`src/rtl/inst_fetch.sv`:
```
// -----------------------------------------------------------------------------
// inst_fetch
//
// Instruction-fetch stage in front of a multi-cycle instruction ROM. Owns the
// program counter, issues one ROM read at a time, holds the request steady
// while the ROM stalls, and parks the returned word in a one-entry IF/ID
// register handed to decode through a valid/ready handshake. A redirect
// reloads the PC and drops whatever fetch or held instruction is in flight.
//
// Parameters
//   RESET_PC      byte PC loaded on reset (bits [1:0] ignored)
//   TIMEOUT       FETCH cycles allowed before the fetch is abandoned and retried
//
// Ports
//   clk           clock, all state on the rising edge
//   rst           asynchronous reset, active low
//   redirect      load redirect_pc and kill in-flight/held instruction
//   redirect_pc   new byte PC (bits [1:0] forced to 0)
//   id_ready      decode accepts if_inst this cycle
//   mem_cs        ROM chip-select
//   mem_addr      ROM word address, {2'b00, pc[31:2]}
//   mem_dout      ROM read data
//   mem_stall     ROM busy; read completes when mem_cs & ~mem_stall
//   if_valid      if_pc/if_inst hold a valid instruction
//   if_pc         byte PC of if_inst
//   if_inst       fetched instruction
//   fetch_timeout one-cycle pulse when a fetch is abandoned by timeout
// -----------------------------------------------------------------------------
module inst_fetch #(
    parameter logic [31:0] RESET_PC = 32'h0000_0000,
    parameter int unsigned TIMEOUT  = 64
) (
    input  logic        clk,
    input  logic        rst,
    input  logic        redirect,
    input  logic [31:0] redirect_pc,
    input  logic        id_ready,
    output logic        mem_cs,
    output logic [31:0] mem_addr,
    input  logic [31:0] mem_dout,
    input  logic        mem_stall,
    output logic        if_valid,
    output logic [31:0] if_pc,
    output logic [31:0] if_inst,
    output logic        fetch_timeout
);

    typedef enum logic [1:0] {
        IDLE  = 2'd0,
        FETCH = 2'd1,
        WAIT  = 2'd2
    } state_t;

    localparam logic [31:0] PC_INIT  = RESET_PC & ~32'd3;
    localparam logic [7:0]  CNT_LAST = 8'(TIMEOUT - 1);

    state_t      state, state_nx;
    logic [31:0] pc, pc_nx;
    logic [7:0]  cnt, cnt_nx;
    logic        valid_nx;
    logic [31:0] if_pc_nx;
    logic [31:0] if_inst_nx;
    logic        timeout_nx;

    // Chip-select is decoded straight from the state so that an asynchronous
    // reset drops it immediately, abandoning any fetch in progress.
    assign mem_cs   = (state == FETCH);
    assign mem_addr = {2'b00, pc[31:2]};

    always_ff @(posedge clk or negedge rst) begin
        if (!rst) begin
            state         <= IDLE;
            pc            <= PC_INIT;
            cnt           <= 8'd0;
            if_valid      <= 1'b0;
            if_pc         <= 32'd0;
            if_inst       <= 32'd0;
            fetch_timeout <= 1'b0;
        end else begin
            state         <= state_nx;
            pc            <= pc_nx;
            cnt           <= cnt_nx;
            if_valid      <= valid_nx;
            if_pc         <= if_pc_nx;
            if_inst       <= if_inst_nx;
            fetch_timeout <= timeout_nx;
        end
    end

    always_comb begin
        state_nx   = state;
        pc_nx      = pc;
        cnt_nx     = cnt;
        valid_nx   = if_valid;
        if_pc_nx   = if_pc;
        if_inst_nx = if_inst;
        timeout_nx = 1'b0;

        case (state)
            // One cycle with chip-select low so the ROM restarts its delay.
            IDLE: begin
                cnt_nx   = 8'd0;
                state_nx = FETCH;
            end

            FETCH: begin
                if (!mem_stall) begin
                    if_inst_nx = mem_dout;
                    if_pc_nx   = pc;
                    valid_nx   = 1'b1;
                    pc_nx      = pc + 32'd4;
                    state_nx   = WAIT;
                end else if (cnt == CNT_LAST) begin
                    // Give up on this attempt; pc is kept so the same word
                    // is requested again after the IDLE cycle.
                    timeout_nx = 1'b1;
                    cnt_nx     = 8'd0;
                    state_nx   = IDLE;
                end else begin
                    cnt_nx = cnt + 8'd1;
                end
            end

            WAIT: begin
                if (if_valid && id_ready) begin
                    valid_nx = 1'b0;
                    cnt_nx   = 8'd0;
                    state_nx = FETCH;
                end
            end

            default: begin
                state_nx = IDLE;
            end
        endcase

        // Redirect overrides any completion or consumption in the same cycle.
        if (redirect) begin
            pc_nx      = redirect_pc & ~32'd3;
            valid_nx   = 1'b0;
            cnt_nx     = 8'd0;
            timeout_nx = 1'b0;
            state_nx   = IDLE;
        end
    end

endmodule

```
`config.mk`:
```
export PLATFORM = sky130hd
export DESIGN_NAME = inst_fetch
export DESIGN_NICKNAME = d
export VERILOG_FILES = /design/src/rtl/inst_fetch.sv
export SDC_FILE = /design/constraint.sdc
export NUM_CORES = 1
export LEC_CHECK = 0
export CAP_MARGIN = 5
export CORE_MARGIN = 1
export CORE_UTILIZATION = 40
export CTS_CLUSTER_SIZE = 20
export DETAILED_ROUTE_END_ITERATION = 10
export GPL_TIMING_DRIVEN = 0
export PLACE_DENSITY = 0.79
export SYNTH_ARGS = -nofsm -noshare
export SYNTH_HDL_FRONTEND = slang
export SYNTH_SLANG_ARGS = --single-unit
```
`constraint.sdc`:
```
create_clock -name clk -period 2.67 [get_ports clk]
set_clock_uncertainty 0.1 [all_clocks]
set_input_delay 0.267 -clock clk [delete_from_list [all_inputs] [get_ports clk]]
set_output_delay 0.267 -clock clk [all_outputs]
set_load 0.05 [all_outputs]
```
==> summary by stage <==
Setup path
For flop-to-flop paths, the worst setup slack is 400 ps. For this run, the slowest stage of the critical path takes between 800 and 900 ps. The startpoint type of the worst setup path is a flop. The category of the most critical setup path is reg -> out.

The gate family responsible for the most delay along the worst path is buffers and inverters. The number of buffers and inverters on the critical path is 2. Walking the worst path, the cells encountered are clkbuf_1, nor2b_1, clkdlybuf4s50_1.

The capture point of the worst path is mem_cs. In this run the worst path has a maximum fanout of 10. The worst register-to-register path ends at pc[21]. The data arrival at the endpoint of the critical path is 2040 ps.

The worst flop-to-flop path startpoint is state[1]. The required arrival time at the worst endpoint is ~2300 ps. Tracing the worst setup path back leads to its startpoint at state[0]. Counting buffers and inverters, the worst setup path is 3 cells deep. The endpoint class of the critical path is a primary output. The number of cells on the worst reg-to-reg path is 6. The cell with the largest stage delay on the worst path is sky130_fd_sc_hd__clkdlybuf4s50_1.

Drt
The total wire length after detailed routing is about 13000 um. The residual DRC count is 29. The routed length per placed instance is around 15 um.

In this run the remaining antenna-violating nets after routing total 0. The number of vias in the routed layout is roughly 4.3k. In this run, the number of DRC markers left after iteration 0 of detailed routing was 281. The number of optimization iterations in the first detailed-route pass is 7. In the routed layout, each cell is associated on average with a via count of about 5.0.

Synth
After synthesis, the share of flip-flops with an asynchronous set or reset is 1.00. The sequential element share of the synthesized area is 0.548. The dominant synthesized flop cell is sky130_fd_sc_hd__dfrtp_1. The area share of the largest cell type after synthesis is 0.548.

Each instance of the synthesized netlist takes up on average around 8.9 um2. The instance count of the mapped netlist is 534. Yosys attributes the largest share of cell area to sky130_fd_sc_hd__dfrtp_1 (55%), sky130_fd_sc_hd__nand2_1 (18%), sky130_fd_sc_hd__xor2_1 (3.9%). In this run, synthesis produced a sequential element count of between 100 and 150. Yosys mapped the design onto 45 distinct sky130hd cell types. The cell area after synthesis is approximately 4700 um2. The number of synthesized flops with an enable pin is 0. The biggest area consumer among synthesized cells is sky130_fd_sc_hd__dfrtp_1. The number of warning messages in the yosys log is 0.

Power
For this design the ratio of total power to cell area is between 700 and 800 nW/um2. VDD sags by at most ~0.00044 V. The leakage power total is about 3.1 nW.

Finish
The count of inserted antenna diode cells is 0. In the layout the commonest cells are sky130_fd_sc_hd__nand2_1 (232), sky130_fd_sc_hd__clkdlybuf4s50_1 (160), sky130_fd_sc_hd__dfrtp_1 (104), sky130_fd_sc_hd__xor2_1 (21), sky130_fd_sc_hd__o21ai_0 (21). The count of nets after finishing is around 780. For this run, the share of the core covered by cells in the final layout is 0.596.

The most frequent standard cell in the layout excluding fill and tap cells is sky130_fd_sc_hd__nand2_1. The area growth from synthesis to layout is 44.6%. Of the cells placed in the final design, the portion with a size suffix greater than 1 is 0.0545.

The non-filler instance count after layout is around 860.

Global routing
The via count of the first global-routing pass is ~4.3k. The global-route wire length before repair is ~22000 um. The initial antenna violation count came to 0. Entering global routing, the biggest net connects 60 pins. The global router's overall resource usage is 0.220. The total overflow reported by the global router is 0.

Floorplan
The width of the die is 111 um. The initial core utilization is 0.412. Row generation in the floorplan step produced 39 rows. The die outline area is 12300 um2. The number of top-level design ports is about 170. The total core area is roughly 12000 um2. The height of the chip is around 110 um.

Timing
Measured against its own limit, the worst slew margin works out to 0.468. For this run, the top clock speed supported by timing is slightly above 0.4 GHz. At the pin with the least slew margin, the transition time is roughly 800 ps. The minimum clock period is about 2400 ps. The share of the cycle needed by the critical path after routing is 0.903. The hold violation count in the final report is 0. The final-report setup violation count is 0. The setup total negative slack is 0 ps.

The final worst slack is about 260 ps. Final hold analysis gives a worst-case slack of between 300 and 400 ps. The count of pins over their slew limit is 0. Setup repair after global routing left no endpoint under its margin.

Place
Detailed placement finished with a half-perimeter wire length of roughly 10000 um. The count of buffers added on input and output ports is around 160. In this run, placement finished with an instance count of ~840. The weighted congestion at the end of routability-driven global placement is about 0.8.

Before CTS, the worst setup slack after placement is between 40 and 50 ps.

Clock tree
The TritonCTS buffer count is 9. The cell at the root of the clock tree is sky130_fd_sc_hd__clkbuf_16. The clock latency on the worst-skew pair is 340 ps. The largest buffer count on any clock path is 2. The clock tree synthesis step divided the H-tree into 3 levels. CTS saw 104 sinks. TritonCTS built the clock tree.

Once the clock tree was built, the resizer swapped 0 gates to a different size. After clock tree synthesis, the clock-pin slew on the worst setup and hold paths is 80 ps.

Outcome
The run finished, with violations left. The checks that failed: design-rule violations.

Min path
The path class of the tightest hold or removal check is in -> reg.

Job
The number of max-cap violations is 0.
[worst register-to-register path: cells and delay by family, from the launching register on]
family                 cells  cell delay (ps)
AO/OA/AOI/OAI              1              160
buffers and inverters      1              140
AND/OR/NAND/NOR            3             1250
flip-flops                 1              370
XOR/XNOR                   1              180
[layout make-up]
class                           count  area, um2
Sequential cell                   104       2600
Timing Repair Buffer              163       1650
Clock inverter                      7       55.1
Inverter                            2       7.51
Tap cell                          143        179
Buffer                             30        153
Multi-Input combinational cell    401       2000
Clock buffer                        9        225
Fill cell                        1044       4650
[synthesized netlist by cell type, drive strengths merged (2+ instances only)]
cell type  count
nand2        232
dfrtp        104
o21ai         23
xor2          21
nor2          20
nand3         18
clkbuf        16
buf           14
xnor2         11
nand4          9
nor4           8
a21oi          7
and3           5
nor3           5
o221ai         5
mux2           3
nand2b         3
a21o           2
and2           2
and4           2
ha             2
inv            2
nor2b          2
nor3b          2
o2111ai        2
o211ai         2
o22ai          2
or3b           2
[worst min-delay path by stage]
stage / from / to / slack (ps) / cells past startpoint
5_1_grt: mem_dout[13] / if_inst[13] / 360 / 3
4_1_cts: mem_dout[13] / if_inst[13] / 340 / 3
2_1_floorplan: rst / cnt[0] / -130 / 0
6_report: mem_dout[13] / if_inst[13] / 360 / 3
3_5_place_dp: rst / if_inst[1] / 300 / 1
3_3_place_gp: if_inst[2] / if_inst[2] / 360 / 2
[cells by family after synthesis]
family | count (synthesis) | synth area share
xor gates and xnor gates | 32 | 0.0590
adders and majority gates | 2 | 0.00527
buffers and inverters | 32 | 0.0337
and+or+nand+nor | 313 | 0.285
muxes | 4 | 0.00922
other | 1 | 0.000790
DFF | 104 | 0.548
AOI/OAI and AO/OA | 46 | 0.0587
[per-layer routing]
layer,global-route usage,wire (um)
met1,0.277,5500
met2,0.376,6350
met3,0.0470,909
met4,0.0758,223
met5,0,0
[through the flow]
step                      power (mW)  instance area, um2
after detailed placement        4.18                6580
after global placement          4.13                6550
after global routing            5.62                6870
after CTS                       5.43                6870
after floorplan                 3.36                4760
final                           5.38                6870
[state kept, by name (all words and copies together), names as in the netlist]
name           flops
pc                30
if_inst           32
fetch_timeout      1
state              2
if_pc             30
if_valid           1
cnt                8
[power breakdown]
part | internal, mW | switching (mW) | leakage (nW) | total [mW]
clock | 0.641 | 0.600 | 0.132 | 1.24
sequential | 1.84 | 0.208 | 1.31 | 2.05
combinational | 0.698 | 1.39 | 1.67 | 2.09
[repair_timing]
| action | 4_1_cts | 5_1_grt |
|---|---|---|
| buffers inserted | 0 | 0 |
| hold buffers | 1 | 0 |
| hold endpoints to repair | 58 | 0 |
Power figures use the tool's default switching activity.
==> RTL edit, RTL diff (same settings) <==
The 3 states of `state_t` get a one-hot encoding in 3 bits.
--- a/src/rtl/inst_fetch.sv
+++ b/src/rtl/inst_fetch.sv
@@ -47,6 +47,6 @@
 
-    typedef enum logic [1:0] {
-        IDLE  = 2'd0,
-        FETCH = 2'd1,
-        WAIT  = 2'd2
+    typedef enum logic [2:0] {
+        IDLE  = 3'b001,
+        FETCH = 3'b010,
+        WAIT  = 3'b100
     } state_t;
Formal check against the unedited RTL: same outputs for any inputs over 4 cycles, from zero or initial values and one cycle with rst low; so few cycles prove little.
==> RTL edit against the unedited design <==
  * Routed wire length up 10%
  * Core utilization up 0.88 points
  * Sequential share of layout area down 0.65 points
  * Design area up 2.8%
  * Power up 33%
  * Sequential cell count up 1
  * Die area up 2.7%
  * Setup slack worse by 0.20 ns
  * Combinational power up 66%
  * Area after synthesis up 2.7%
  * Sequential power up 18%
  * Critical path type is now reg -> reg
  * Largest cell class unchanged
  * Highest routed layer unchanged
==> RTL edit: results (changes against the unedited design) <==
----------------------------------------------------
[GRT]
  Aggregate global-route resource usage ... 0.232 (was 0.220)
  Met2 track utilization from global routing ... 0.388 (was 0.376)
  Wire length of the first global-routing pass ... 23100 um (was 21700 um)
  Global routing usage on met1 ... 0.304 (was 0.277)
  Fraction of met3 tracks used by global routing ... 0.0373 (was 0.0470)
  Vias in the first global route ... 4608 (was 4324)
  Antenna violations before repair ... 0 (unchanged)
  Maximum number of pins on one net before global-route repair ... 57 (was 60)

[Place]
  DPL Wire Length ... 10400 um (was 9790 um)
  Post-detailed-placement cell area ... 6710 sq um (was 6580 sq um)
  Number of port buffers ... 161 (unchanged)
  RD Place Congestion ... 0.848 (was 0.816)

[Detailed routing]
  Detailed-route via count ... 4673 (was 4293)
  Count of routing violations after the opening detailed-route iteration ... 254 (was 281)
  Routed WL per cell ... 16.3 um (was 15.1 um)
  Total iterations of the first detailed-routing run ... 5 (was 7)

[STA]
  Final-layout setup total negative slack ... 0 ns (unchanged)
  Number of setup violations in the final report ... 0 (unchanged)
  Max-slew headroom at the worst pin ... 0.552 (was 0.468)

[Setup path]
  Maximum fanout count along the critical path ... 5 (was 10)
  Largest stage delay on the critical path ... 0.57 ns (was 0.83 ns)
  Data arrival, critical path ... 2.76 ns (was 2.04 ns)
  Crit path max-delay family ... simple AND/OR/NAND/NOR gates (was buffers and inverters)
  Cell type of the slowest stage on the worst timing path ... sky130_fd_sc_hd__or4_4 (was sky130_fd_sc_hd__clkdlybuf4s50_1)

[Layout]
  Fill cell total of the finished layout ... 1001 (was 1044)
  Fin nets ... 803 (was 782)
  Biggest regs ... if_inst: 32 flops, if_pc: 30 flops, pc: 30 flops (unchanged)
  Share of layout cells above drive strength 1 ... 0.0543 (was 0.0545)

[Synthesis]
  Post-synthesis sequential area ratio ... 0.539 (was 0.548)
  Commonest cells in the synthesized netlist ... sky130_fd_sc_hd__nand2_1, sky130_fd_sc_hd__dfrtp_1, sky130_fd_sc_hd__clkbuf_1 (was sky130_fd_sc_hd__nand2_1, sky130_fd_sc_hd__dfrtp_1, sky130_fd_sc_hd__o21ai_0, sky130_fd_sc_hd__xor2_1, sky130_fd_sc_hd__nor2_1)
  Top post-synthesis cells by area ... sky130_fd_sc_hd__dfrtp_1, sky130_fd_sc_hd__nand2_1, sky130_fd_sc_hd__or4_1 (was sky130_fd_sc_hd__dfrtp_1, sky130_fd_sc_hd__nand2_1, sky130_fd_sc_hd__xor2_1)
  Count of distinct cell types in the synthesized netlist ... 45 (unchanged)
  Warning count from the yosys run ... 0 (unchanged)

[CTS]
  Clock root cell ... sky130_fd_sc_hd__clkbuf_16 (unchanged)
  Post-CTS clock slew at the launch and capture registers of the worst setup and hold paths ... 0.07 ns
  Clock insertion delay at the later pin of the skew report ... 0.34 ns (about the same)

[Run status]
  Run status ... finished, final reports clean (was complete, but fails checks)

[Power]
  Static power due to leakage ... 3.07 nW (was 3.11 nW)
  Peak supply drop ... 0.591 mV (was 0.439 mV)
  Share of total power consumed by net switching ... 0.456 (was 0.409)

----------------------------------------------------
==> RTL edit: changes by cell type after synthesis, sizes merged, moves of 6 or more <==
cell	before	now
nand2	232	204
or4	0	20
a31oi	0	16
xor2	21	6
clkbuf	16	28
o31ai	1	13
xnor2	11	2
mux2i	1	7
nand3	18	24
==> RTL edit: through the flow <==
stage	setup WS (ns)	cells	util	hold slack [ns]
floorplan	0.0429	556	-	-0.129
finish	0.0629	879	0.605	0.291
detailed placement	-0.542	861	0.575	0.241
global placement	-2.66	860	0.573	0.357
global route	0.00346	879	0.605	0.287
CTS	-0.0311	880	0.606	0.347
==> RTL edit: power by group through the flow <==
stage                     registers, mW  clock network [mW]  logic [mW]
after detailed placement           2.43                   0        3.49
final                              2.41                1.29        3.47
after global placement             2.40                   0        3.44
after floorplan                    4.03                   0       0.550
after global routing               2.47                1.37        3.64
after CTS                          2.41                1.31        3.50
==> RTL edit: worst paths after layout <==
check                             from             to  slack (ns)  cells after the start
min in group asynchronous          rst      if_pc[19]        0.40                      2
min                          mem_stall  fetch_timeout        0.29                      2
min reg2reg                if_inst[18]    if_inst[18]        0.38                      2
max reg2reg                   state[2]         pc[30]        0.06                      6
max                           state[2]         pc[30]        0.06                      6
max in group asynchronous          rst          pc[6]        1.36                      3
==> RTL edit: repair_timing <==
| item | in CTS | in global routing |
|---|---|---|
| buffers inserted | 4 | 0 |
| cloned | 1 | 0 |
| endpoints found under the hold margin | 48 | 0 |
| endpoints found under the setup margin | 19 | 13 |
| gates resized for setup | 9 | 3 |
| pin swaps | 7 | 4 |
| hold buffers | 1 | 0 |
==> RTL edit: layout make-up <==
| type | count | area share |
|---|---|---|
| sequential | 105 | 0.373 |
| multi-input combinational | 406 | 0.295 |
| timing repair buffer | 168 | 0.239 |
| clock buffer | 10 | 0.0324 |
| tap | 143 | 0.0254 |
| buffer | 35 | 0.0238 |
| clock inverter | 5 | 0.00816 |
| inverter | 7 | 0.00372 |
==> RTL edit: cell families after synthesis <==
kind of cell	count (synthesis)	synth area share
flops	105	0.539
compound gates	69	0.0908
fa+ha+maj	2	0.00513
other cells	1	0.000769
mux	7	0.0144
xor+xnor	8	0.0144
buf+inv	45	0.0415
simple gates	316	0.294
==> RTL edit: per-layer routing <==
| metal | share of wire | wire length [um] |
|---|---|---|
| met5 | 0 | 0 |
| met4 | 0.020 | 286 |
| met3 | 0.053 | 751 |
| met2 | 0.49 | 7020 |
| met1 | 0.44 | 6230 |
